File: src/rtl/pir_motion_conditioner.sv
// PIR motion conditioner: synchronises, debounces, warm-up gates and hold-extends the
// raw sensor output, and keeps a frame-aligned copy for the colour stage.
module pir_motion_conditioner #(
  parameter int SYNC_STAGES     = 2,
  parameter int DEBOUNCE_CYCLES = 148500,
  parameter int HOLD_CYCLES     = 297000000,
  parameter int WARMUP_CYCLES   = 148500000,
  parameter int CNT_W           = 8
) (
  input  logic             clk_148_mhz,
  input  logic             rst_n,
  input  logic             motion_raw,
  input  logic             frame_start,
  input  logic             clear_count,
  output logic             motion_level,
  output logic             motion_active,
  output logic             motion_display,
  output logic             motion_rise,
  output logic [CNT_W-1:0] event_count,
  output logic             warmup_done
);

  localparam int DEB_W  = (DEBOUNCE_CYCLES > 1) ? $clog2(DEBOUNCE_CYCLES) : 1;
  localparam int HOLD_W = (HOLD_CYCLES > 1) ? $clog2(HOLD_CYCLES) : 1;
  localparam int WARM_W = (WARMUP_CYCLES > 1) ? $clog2(WARMUP_CYCLES) : 1;

  localparam logic [DEB_W-1:0]  DEB_LAST  = DEB_W'(DEBOUNCE_CYCLES - 1);
  localparam logic [HOLD_W-1:0] HOLD_LAST = HOLD_W'(HOLD_CYCLES - 1);
  localparam logic [WARM_W-1:0] WARM_LAST = WARM_W'(WARMUP_CYCLES - 1);
  localparam logic [CNT_W-1:0]  CNT_MAX   = '1;

  typedef enum logic [1:0] {WARMUP, IDLE, ACTIVE, HOLD} state_t;

  state_t state, state_next;

  logic [SYNC_STAGES-1:0] sync_ff;
  logic                   sync_in;
  logic [DEB_W-1:0]       deb_cnt;
  logic [WARM_W-1:0]      warm_cnt;
  logic [HOLD_W-1:0]      hold_cnt;
  logic                   warm_last;
  logic                   hold_last;
  logic                   new_event;

  assign sync_in   = sync_ff[SYNC_STAGES-1];
  assign warm_last = (warm_cnt == WARM_LAST);
  assign hold_last = (hold_cnt == HOLD_LAST);

  always_ff @(posedge clk_148_mhz) begin
    if (!rst_n) begin
      sync_ff <= '0;
    end else begin
      sync_ff <= {sync_ff[SYNC_STAGES-2:0], motion_raw};
    end
  end

  // Level only flips after DEBOUNCE_CYCLES consecutive disagreeing samples.
  always_ff @(posedge clk_148_mhz) begin
    if (!rst_n) begin
      deb_cnt      <= '0;
      motion_level <= 1'b0;
    end else if (sync_in != motion_level) begin
      if (deb_cnt == DEB_LAST) begin
        deb_cnt      <= '0;
        motion_level <= ~motion_level;
      end else begin
        deb_cnt <= deb_cnt + 1'b1;
      end
    end else begin
      deb_cnt <= '0;
    end
  end

  always_comb begin
    state_next = state;
    new_event  = 1'b0;
    case (state)
      WARMUP: begin
        if (warm_last) begin
          state_next = motion_level ? ACTIVE : IDLE;
          new_event  = motion_level;
        end
      end
      IDLE: begin
        if (motion_level) begin
          state_next = ACTIVE;
          new_event  = 1'b1;
        end
      end
      ACTIVE: begin
        if (!motion_level) state_next = HOLD;
      end
      HOLD: begin
        // A retrigger takes priority over an expiry in the same cycle.
        if (motion_level)   state_next = ACTIVE;
        else if (hold_last) state_next = IDLE;
      end
      default: state_next = WARMUP;
    endcase
  end

  always_ff @(posedge clk_148_mhz) begin
    if (!rst_n) begin
      state         <= WARMUP;
      warm_cnt      <= '0;
      hold_cnt      <= '0;
      warmup_done   <= 1'b0;
      motion_active <= 1'b0;
      motion_rise   <= 1'b0;
    end else begin
      state         <= state_next;
      motion_active <= (state_next == ACTIVE) || (state_next == HOLD);
      motion_rise   <= new_event;
      if (state == WARMUP && !warm_last) warm_cnt <= warm_cnt + 1'b1;
      if (state == WARMUP && warm_last)  warmup_done <= 1'b1;
      if (state == ACTIVE) begin
        hold_cnt <= '0;
      end else if (state == HOLD && !hold_last) begin
        hold_cnt <= hold_cnt + 1'b1;
      end
    end
  end

  // A clear coincident with a new event leaves exactly that event counted.
  always_ff @(posedge clk_148_mhz) begin
    if (!rst_n) begin
      event_count <= '0;
    end else if (clear_count) begin
      event_count <= new_event ? CNT_W'(1) : '0;
    end else if (new_event && event_count != CNT_MAX) begin
      event_count <= event_count + 1'b1;
    end
  end

  always_ff @(posedge clk_148_mhz) begin
    if (!rst_n) begin
      motion_display <= 1'b0;
    end else if (frame_start) begin
      motion_display <= motion_active;
    end
  end

endmodule

File: config.mk
export PLATFORM = sky130hd
export DESIGN_NAME = pir_motion_conditioner
export DESIGN_NICKNAME = d
export VERILOG_FILES = /design/src/rtl/pir_motion_conditioner.sv
export SDC_FILE = /design/constraint.sdc
export NUM_CORES = 1
export LEC_CHECK = 0
export CAP_MARGIN = 20
export CORE_MARGIN = 2
export CORE_UTILIZATION = 50
export CTS_BUF_LIST = sky130_fd_sc_hd__clkbuf_8 sky130_fd_sc_hd__clkbuf_16
export DETAILED_ROUTE_END_ITERATION = 6
export PLACE_DENSITY_LB_ADDON = 0.3
export SYNTH_ARGS = -nofsm -noshare
export SYNTH_HDL_FRONTEND = slang
export SYNTH_SLANG_ARGS = --single-unit
File: constraint.sdc
create_clock -name clk_148_mhz -period 5.3 [get_ports clk_148_mhz]
set_clock_uncertainty 0.15 [all_clocks]
set_input_delay 1.06 -clock clk_148_mhz [delete_from_list [all_inputs] [get_ports clk_148_mhz]]
set_output_delay 1.06 -clock clk_148_mhz [all_outputs]
set_load 0.02 [all_outputs]
==> metrics.md, run 1 <==
| Metric | Value |
|---|---|
| Status | `finished, final reports clean` |
| Critical path data required time | `5.44 ns` |
| Worst hold-check path type | `flop to flop` |
| FF+latch count, synth | `91` |
| Final setup TNS | `0 ns` |
| Area contributors post-synth | `dfxtp_1, nor2_1, xnor2_1, xor2_1, nand2_1` |
| Post-synthesis sequential area ratio | `43.3%` |
| Mean post-synth cell area | `8.47 sq um` |
| Least-Margin Pin Slew | `0.748 ns` |
| Synth warn | `0` |
| Post-CTS Setup Inserts | `0` |
| PostCTS Resize Cnt | `0` |
| Via density | `5.70` |
| Final Cycle Share | `62.6%` |
| Post-Synth Adder-Cell Area | `1.19%` |
| Synth Area in Simple Gates | `32.0%` |
| Final #Nets | `520` |
| Hpwl dp | `5850 microns` |
| Critical path class | `input pin to flop` |
| Ys flop type | `dfxtp_1` |
| Final Hold Vio Count | `0` |
| Pre-antenna DRT Iters | `4` |
| Final Max Slew Viols | `0` |
| CTS Buf Count | `9` |
| Final core occ | `57.3%` |
| Number of flops mapped to enable cells by yosys | `0` |
| Post-synthesis net count | `505` |
| Iter 0 DRT Violations | `149` |
| Hold Buf Count CTS | `0` |
| Internal power | `973 uW` |
| Die area | `9150 sq um` |
| CTS max path bufs | `2` |
| Root Buffer Master | `clkbuf_8` |
| MaxCap Viol Count | `0` |
| Worst path max stage delay | `0.89 ns` |
| Slew margin rel. | `50.1%` |
| Routed WL | `8440 microns` |
| Pwr Density | `263 nW/um^2` |
| Post-synth ARST share | `0%` |
| Final setup fails | `0` |
| Initial antenna violation count | `0` |
| Crit-path max FO | `24` |
| Synth Area in Compound Gates | `9.02%` |
| CTS clk-pin slew, worst paths | `0.09 ns` |
| TritonCTS clock tree | `built` |
| Total Routing Usage GR | `20.0%` |
| PortBufs | `17` |
| Clk sinks | `91` |
| RSZ-0062 raised after global routing | `false` |
| Fillers | `735` |
| Synth top area share | `43.3%` |
| Share of total power in combinational logic | `2.0%` |
| Sw Ratio | `21.0%` |
| Worst skew pair latency | `0.36 ns` |
| Rows | `33` |
| Antenna cells | `0` |
| Chip width | `95.7 microns` |
| Syn Inst Count | `496` |
| Main combinational cell family by area after synthesis | `simple AND/OR/NAND/NOR gates` |
| First-pass GRT wire length | `14600 microns` |
| Crit-path cells | `clkdlybuf4s50_1 -> inv_1 -> or3_1 -> nor2_1` |
| Number of global-route vias before repair | `3278` |
| CORE AREA | `8180 sq um` |
| WP data arrival | `3.46 ns` |
| Vias | `3538` |
| GRT overflow | `0` |
| Fmax | `301 MHz` |
| Wire per inst | `13.6 microns` |
| Clk pwr share | `42.1%` |
| Layout cells sized above 1 | `4.84%` |
| Flop pwr share | `55.9%` |
| Post-synthesis mux area share | `1.67%` |
| Sw Pwr | `259 uW` |
| H-tree levels | `3` |
| Synth unique cells | `41` |
| Largest net degree at the start of global routing | `28` |
| Antenna Nets Post-Route | `0` |
| CP Launch Type | `input pin` |
| Max VDD drop | `0.156 mV` |
| Area growth syn-to-layout | `11.5%` |
| Top cells by count, synth | `dfxtp_1, nor2_1, nand2_1` |
| Setup crit end kind | `flop` |
| Top-count cell post-synth | `dfxtp_1` |
| Leak | `1.50 nW` |
| Slowest cell on crit path | `clkdlybuf4s50_1` |
| Top-level I/O count | `18` |
| Yosys top cell by area | `dfxtp_1` |
| GPL Wtd Cong | `0.837` |
| DIE HEIGHT | `95.7 microns` |
| Post-synthesis xor/xnor area fraction | `10.0%` |
| DRC viols | `0` |
| Tmin final | `3.32 ns` |
| Post-synthesis cell area | `4200 sq um` |
| Initial core utilization | `51.4%` |
[worst paths after layout]
kind                                   from            to  slack, ns  depth (start not counted)
worst max-delay path                  rst_n    deb_cnt[5]       1.98                          4
worst min-delay path             sync_ff[0]    sync_ff[1]       0.30                          1
worst max register to register  warm_cnt[6]  warm_cnt[23]       2.81                          5
worst min register to register   sync_ff[0]    sync_ff[1]       0.30                          1
[cell families after synthesis]
kind of cell	Yosys count
AND/OR/NAND/NOR	254
flip-flops	91
AO/OA/AOI/OAI	63
XOR/XNOR	48
buffers and inverters	29
multiplexers	7
adder cells (fa/ha/maj)	4
[critical path: cells and delay by family]
kind	cells	cell delay (ns)
buffers and inverters	2	1.44
AND/OR/NAND/NOR	2	0.95
[power groups by stage]
stage	Clock, mW	Sequential, mW	Combinational, mW
2_1_floorplan	0	0.704	0.0154
3_3_place_gp	0	0.705	0.0234
3_5_place_dp	0	0.705	0.0239
4_1_cts	0.537	0.689	0.0242
5_1_grt	0.562	0.690	0.0267
6_report	0.519	0.689	0.0243
[routing by layer]
layer,up-vias,track usage (%),wire length (microns)
li1,1803,-,-
met1,1670,24.3,4010
met2,54,33.3,4030
met3,11,5.14,275
met4,0,8.69,130
met5,-,0,0
[sequential cells by signal (all words and copies together), names as in the netlist, named ones only]
register	count
motion_rise	1
warm_cnt	28
warmup_done	1
sync_ff	2
event_count	8
deb_cnt	18
motion_display	1
hold_cnt	29
motion_level	1
[final cells by class]
class | count | area, sq um | area share [%]
clock buffer | 10 | 138 | 2.94
clock inverter | 6 | 87.6 | 1.87
inverter | 12 | 45.0 | 0.961
multi-input combinational | 376 | 2260 | 48.3
sequential | 91 | 1820 | 38.9
tap | 105 | 131 | 2.80
timing repair buffer | 21 | 198 | 4.22
[layout by cell type, fill, tap and decap left out, drive strengths merged, types with 6 or more instances in the layout]
master,n
dfxtp,91
nor2,64
nand2,42
xnor2,26
nand3,25
xor2,22
a21oi,21
nand4,21
o21ai,19
or3,17
clkdlybuf4s50,17
nor3,16
nor4,15
and3,13
inv,13
or4,10
clkbuf,10
mux2i,7
o31ai,7
nor4b,7
o211ai,6
[through the flow]
stage / hold slack, ns / instance area, sq um / cells / power [mW] / setup WS [ns]
after floorplan: 0.262 / 4200 / 496 / 0.720 / 3.07
after global placement: 0.277 / 4460 / 604 / 0.728 / 1.75
after detailed placement: 0.288 / 4460 / 604 / 0.729 / 1.64
after CTS: 0.307 / 4680 / 620 / 1.25 / 2.04
after global routing: 0.310 / 4690 / 621 / 1.28 / 1.84
final: 0.297 / 4690 / 621 / 1.23 / 1.98
No activity file was read; power rests on OpenSTA's default activity.
==> run 2, diff against run 1 <==
==> constraint.sdc (replaced) <==
create_clock -name clk_148_mhz -period 2.7 [get_ports clk_148_mhz]
set_clock_uncertainty 0.15 [all_clocks]
set_input_delay 0.54 -clock clk_148_mhz [delete_from_list [all_inputs] [get_ports clk_148_mhz]]
set_output_delay 0.54 -clock clk_148_mhz [all_outputs]
set_load 0.02 [all_outputs]
==> metrics.md, run 2 (synthesis gave the netlist of run 1 again) <==
| Metric | Value |
|---|---|
| CORE AREA | `8180 sq um (unchanged)` |
| Final setup TNS | `0 ns (unchanged)` |
| Max VDD drop | `0.255 mV (+64%)` |
| Internal power | `1.80 mW (+85%)` |
| Worst skew pair latency | `0.35 ns (about the same)` |
| Largest regs | `hold_cnt x29, warm_cnt x28, deb_cnt x18` |
| Antenna cells | `0 (unchanged)` |
| PortBufs | `17 (unchanged)` |
| Sw Pwr | `529 uW (+100%)` |
| Final Max Slew Viols | `0 (unchanged)` |
| DIE HEIGHT | `95.7 microns (unchanged)` |
| Clk sinks | `91 (unchanged)` |
| Placed Cells | `612 (+1.3%)` |
| Tmin final | `2.38 ns` |
| Leak | `1.52 nW (+0.96%)` |
| Vias | `3527 (-0.31%)` |
| Final Cycle Share | `88.1%` |
| Total Routing Usage GR | `19.8% (-0.15 points)` |
| Number of global-route vias before repair | `3301 (+0.70%)` |
| CTS max path bufs | `2 (unchanged)` |
| Multi-input logic area | `2260 sq um (unchanged)` |
| CTS clk-pin slew, worst paths | `0.09 ns (about the same)` |
| Status | `finished, final reports clean` |
| MaxCap Viol Count | `0 (unchanged)` |
| Power, Total | `2.33 mW (+89%)` |
| Area growth syn-to-layout | `12.2%` |
| Critical path class | `flop to flop` |
| Slew margin rel. | `60.5% (+10 points)` |
| Pwr Density | `494 nW/um^2 (+88%)` |
| Fmax | `420 MHz` |
| Fin cells | `628 (+1.1%)` |
| Worst hold-check path type | `flop to flop` |
| Root Buffer Master | `clkbuf_8` |
| Chip width | `95.7 microns (unchanged)` |
| Sw Ratio | `22.7% (+1.7 points)` |
| Setup WS pre-CTS | `0.348 ns (-1.30 ns)` |
| H-tree levels | `3 (unchanged)` |
| Antenna Nets Post-Route | `0 (unchanged)` |
| RSZ-0062 raised after global routing | `false` |
| Iter 0 DRT Violations | `126 (-15%)` |
| Die area | `9150 sq um (unchanged)` |
| DRC viols | `0 (unchanged)` |
| First-pass GRT wire length | `14500 microns (-0.51%)` |
| WP data arrival | `2.48 ns (-0.98 ns)` |
| Final setup fails | `0 (unchanged)` |
| Max reg flops | `29 (unchanged)` |
| Commonest non-fill, non-tap cell in the layout | `dfxtp_1` |
| Crit-path max FO | `8 (-67%)` |
| Setup crit end kind | `flop` |
| Top-level I/O count | `18 (unchanged)` |
| Routed WL | `8400 microns (-0.53%)` |
| Clk pwr share | `39.7% (-2.4 points)` |
| Least-Margin Pin Slew | `0.585 ns (-0.163 ns)` |
| Most frequent cells in the layout | `dfxtp_1, nor2_1, nand2_1` |
| GRT overflow | `0 (unchanged)` |
| Post-CTS Setup Inserts | `0 (unchanged)` |
| Initial antenna violation count | `0 (unchanged)` |
| Largest net degree at the start of global routing | `27 (-3.6%)` |
| Reg area | `1820 sq um (unchanged)` |
| Share of total power in combinational logic | `2.3% (+0.3 points)` |
| Layout cells sized above 1 | `6.12% (+1.3 points)` |
| Worst Slack Setup Final | `0.322 ns (-1.66 ns)` |
| CP Launch Type | `flop` |
| CTS Buf Count | `9 (unchanged)` |
| Pre-antenna DRT Iters | `4 (unchanged)` |
| Hold Buf Count CTS | `0 (unchanged)` |
| GPL Wtd Cong | `0.797 (-4.8%)` |
| Final core occ | `57.7% (+0.37 points)` |
| TritonCTS clock tree | `built` |
| PostCTS Resize Cnt | `0 (unchanged)` |
| Flop pwr share | `58.1% (+2.2 points)` |
| Final #Nets | `527 (+1.3%)` |
| Final Hold Vio Count | `0 (unchanged)` |
| Hpwl dp | `6110 microns (+4.4%)` |
| Critical path data required time | `2.80 ns (-2.64 ns)` |
| Wire per inst | `13.4 microns (-1.6%)` |
| Fillers | `760 (+3.4%)` |
| Initial core utilization | `51.4% (unchanged)` |
| Rows | `33 (unchanged)` |
| Reg with most FFs | `hold_cnt` |
| Via density | `5.62 (-1.4%)` |
-- run 2: worst max-delay path, cell delays in order, from the launching register on --
cell,delay [ns]
dfxtp_1,0.39
ha_1,0.21
and4_1,0.31
nand4_2,0.22
o21ai_0,0.49
buf_4,0.25
mux2i_1,0.19
nor2_1,0.05
-- run 2: worst paths after layout --
check                                 start     endpoint  slack, ns  depth (start not counted)
worst min-delay path             sync_ff[0]   sync_ff[1]       0.30                          1
worst max-delay path            warm_cnt[0]  warm_cnt[1]       0.32                          7
worst max register to register  warm_cnt[0]  warm_cnt[1]       0.32                          7
worst min register to register   sync_ff[0]   sync_ff[1]       0.30                          1
-- run 2: per-layer routing --
metal	part of all wire [%]	up-vias	global-route usage, %	wire, microns
li1	-	1816	-	-
met1	48	1650	25.0	4060
met3	3.2	7	3.24	269
met5	0	-	0	0
met2	47	54	33.7	3970
met4	1.2	0	7.62	99
-- run 2: power groups by stage --
stage          clock [mW]  combinational, mW  sequential (mW)
3_3_place_gp            0             0.0519             1.38
2_1_floorplan           0             0.0303             1.38
5_1_grt              1.00             0.0592             1.35
4_1_cts             0.954             0.0533             1.35
3_5_place_dp            0             0.0530             1.38
6_report            0.925             0.0527             1.35
-- run 2: layout make-up --
class | count | area share [%]
multi-input combinational | 376 | 48.0
sequential | 91 | 38.6
timing repair buffer | 28 | 5.36
tap | 105 | 2.79
clock buffer | 9 | 2.63
clock inverter | 7 | 1.62
inverter | 12 | 0.955
-- run 2: through the flow --
stage | area [sq um] | hold slack, ns
floorplan | 4200 | 0.262
global placement | 4520 | 0.271
detailed placement | 4520 | 0.283
CTS | 4720 | 0.304
global route | 4720 | 0.341
finish | 4720 | 0.300
==> run 3, diff against run 2 <==
--- a/config.mk
+++ b/config.mk
@@ -7,7 +7,7 @@
 export LEC_CHECK = 0
 export CAP_MARGIN = 20
 export CORE_MARGIN = 2
-export CORE_UTILIZATION = 50
+export CORE_UTILIZATION = 54
 export CTS_BUF_LIST = sky130_fd_sc_hd__clkbuf_8 sky130_fd_sc_hd__clkbuf_16
 export DETAILED_ROUTE_END_ITERATION = 6
 export PLACE_DENSITY_LB_ADDON = 0.3
==> metrics.md, run 3 (synthesis gave the netlist of run 1 again) <==
| Metric | Value |
|---|---|
| TritonCTS clock tree | `built` |
| Final Cycle Share | `86.0% (-2.0 points)` |
| R2R depth | `6 (-1)` |
| Pre-antenna DRT Iters | `4 (unchanged)` |
| Clk sinks | `91 (unchanged)` |
| PortBufs | `17 (unchanged)` |
| Chip width | `92.2 microns (-3.6%)` |
| RR Endpoint | `event_count[5]` |
| Area growth syn-to-layout | `11.7%` |
| Crit path depth | `6 (-1)` |
| Max VDD drop | `0.322 mV (+26%)` |
| GRT overflow | `0 (unchanged)` |
| Antenna Nets Post-Route | `0 (unchanged)` |
| Sw Ratio | `21.0% (-1.7 points)` |
| Final Hold Vio Count | `0 (unchanged)` |
| Initial antenna violation count | `0 (unchanged)` |
| Via density | `5.70 (+1.4%)` |
| Rows | `32 (-3.0%)` |
| Tmin final | `2.32 ns (-0.0550 ns)` |
| Worst path top cell family by delay | `simple AND/OR/NAND/NOR gates` |
| H-tree levels | `3 (unchanged)` |
| Commonest non-fill, non-tap cell in the layout | `dfxtp_1` |
| Crit-path max FO | `10 (+2)` |
| PostCTS Resize Cnt | `0 (unchanged)` |
| MaxCap Viol Count | `0 (unchanged)` |
| GPL Wtd Cong | `0.885 (+11%)` |
| Fmax | `430 MHz (+2.4%)` |
| Largest net degree at the start of global routing | `27 (unchanged)` |
| Slowest cell on crit path | `or4_1` |
| CORE AREA | `7650 sq um (-6.5%)` |
| CP bufs+invs | `0 (-1)` |
| Worst hold-check path type | `flop to flop` |
| Final #Nets | `524 (-0.57%)` |
| Most frequent cells in the layout | `dfxtp_1, nor2_1, nand2_1` |
| Fin cells | `622 (-0.96%)` |
| Sw Pwr | `489 uW (-7.5%)` |
| Clk pwr share | `39.8% (about the same)` |
| Top-level I/O count | `18 (unchanged)` |
| Pwr Density | `496 nW/um^2 (+0.35%)` |
| Die area | `8500 sq um (-7.1%)` |
| Hpwl dp | `5940 microns (-2.7%)` |
| Post-CTS Setup Inserts | `0 (unchanged)` |
| Hold Buf Count CTS | `0 (unchanged)` |
| Iter 0 DRT Violations | `215 (+71%)` |
| First-pass GRT wire length | `14500 microns (+0.19%)` |
| Initial core utilization | `55.0% (+3.5 points)` |
| Total Routing Usage GR | `20.9% (+1.1 points)` |
| Share of total power in combinational logic | `2.1% (-0.2 points)` |
| RSZ-0062 raised after global routing | `false` |
| Root Buffer Master | `clkbuf_8` |
| Vias | `3543 (+0.45%)` |
| Setup crit end kind | `flop` |
| Internal power | `1.84 mW (+2.1%)` |
| Flop pwr share | `58.1% (about the same)` |
| DRC viols | `0 (unchanged)` |
| Wire per inst | `13.3 microns (-0.62%)` |
| Worst path max stage delay | `0.51 ns (+0.02 ns)` |
| Final setup fails | `0 (unchanged)` |
| CTS max path bufs | `2 (unchanged)` |
| Reg with most FFs | `hold_cnt` |
| Antenna cells | `0 (unchanged)` |
| Worst skew pair latency | `0.36 ns (about the same)` |
| Crit-path cells | `ha_1 -> and4_1 -> nand4_2 -> o21a_2 -> or4_1 -> a21oi_1` |
| Max reg flops | `29 (unchanged)` |
| Leak | `1.52 nW (-0.21%)` |
| Critical Path End | `event_count[5]` |
| CTS clk-pin slew, worst paths | `0.09 ns (about the same)` |
| Fillers | `643 (-15%)` |
| Least-Margin Pin Slew | `0.722 ns (+0.137 ns)` |
| CP Launch Type | `flop` |
| CTS Buf Count | `9 (unchanged)` |
| Final Max Slew Viols | `0 (unchanged)` |
| Crit Reg-Reg Startpoint | `warm_cnt[0]` |
| Routed WL | `8270 microns (-1.6%)` |
| Layout cells sized above 1 | `5.19% (-0.93 points)` |
| Final core occ | `61.4% (+3.7 points)` |
| Status | `finished, final reports clean` |
| Critical path data required time | `2.85 ns (+0.05 ns)` |
| DIE HEIGHT | `92.2 microns (-3.6%)` |
| Number of global-route vias before repair | `3370 (+2.1%)` |
| WP data arrival | `2.47 ns (about the same)` |
| Largest regs | `hold_cnt x29, warm_cnt x28, deb_cnt x18` |
| Slew margin rel. | `51.5% (-9.0 points)` |
| Critical path class | `flop to flop` |
| FF-to-FF setup slack | `0.38 ns (+0.06 ns)` |
| Placed Cells | `606 (-0.98%)` |
| Critical path launch point | `warm_cnt[0]` |
| Final setup TNS | `0 ns (unchanged)` |
[run 3: area by class of cell]
type / count / area, sq um / share of cell area, %
tap: 102 / 128 / 2.72
clock inverter: 5 / 53.8 / 1.15
sequential: 91 / 1820 / 38.8
clock buffer: 11 / 151 / 3.22
multi-input combinational: 376 / 2260 / 48.2
inverter: 12 / 45.0 / 0.959
timing repair buffer: 25 / 230 / 4.90
[run 3: layer usage]
metal  up-vias  global-route usage (%)  wire [microns]  part of all wire (%)
met5         -                       0               0                     0
met2        54                    37.3            4160                    50
li1       1812                       -               -                     -
met1      1664                    24.2            3710                    45
met4         0                    8.71             149                   1.8
met3        13                    4.60             241                   2.9
[run 3: how the worst min path moves through the flow]
stage | from | endpoint | cells past startpoint
after floorplan | sync_ff[0] | sync_ff[1] | 1
after global placement | sync_ff[0] | sync_ff[1] | 1
after detailed placement | sync_ff[0] | sync_ff[1] | 1
after CTS | sync_ff[0] | sync_ff[1] | 1
after global routing | sync_ff[0] | sync_ff[1] | 1
final | sync_ff[0] | sync_ff[1] | 1
[run 3: power by group through the flow]
| stage | clock network [mW] | registers, mW | logic, mW |
|---|---|---|---|
| floorplan | 0 | 1.38 | 0.0303 |
| global placement | 0 | 1.38 | 0.0484 |
| detailed placement | 0 | 1.38 | 0.0493 |
| CTS | 0.958 | 1.35 | 0.0496 |
| global route | 1.01 | 1.35 | 0.0551 |
| finish | 0.926 | 1.35 | 0.0490 |
[run 3: worst reg2reg max path, delay by kind of cell, from the launching register on]
| kind | cells | cell delay, ns |
|---|---|---|
| and+or+nand+nor | 3 | 1.05 |
| adders and majority gates | 1 | 0.21 |
| DFF | 1 | 0.39 |
| AOI/OAI and AO/OA | 2 | 0.47 |
[run 3: metrics by stage]
stage / power [mW] / setup slack [ns] / hold WS [ns] / cell area, sq um
2_1_floorplan: 1.41 / 0.473 / 0.262 / 4200
3_3_place_gp: 1.43 / 0.463 / 0.268 / 4490
3_5_place_dp: 1.43 / 0.384 / 0.281 / 4490
4_1_cts: 2.36 / 0.365 / 0.304 / 4690
5_1_grt: 2.42 / 0.123 / 0.312 / 4690
6_report: 2.33 / 0.377 / 0.299 / 4690
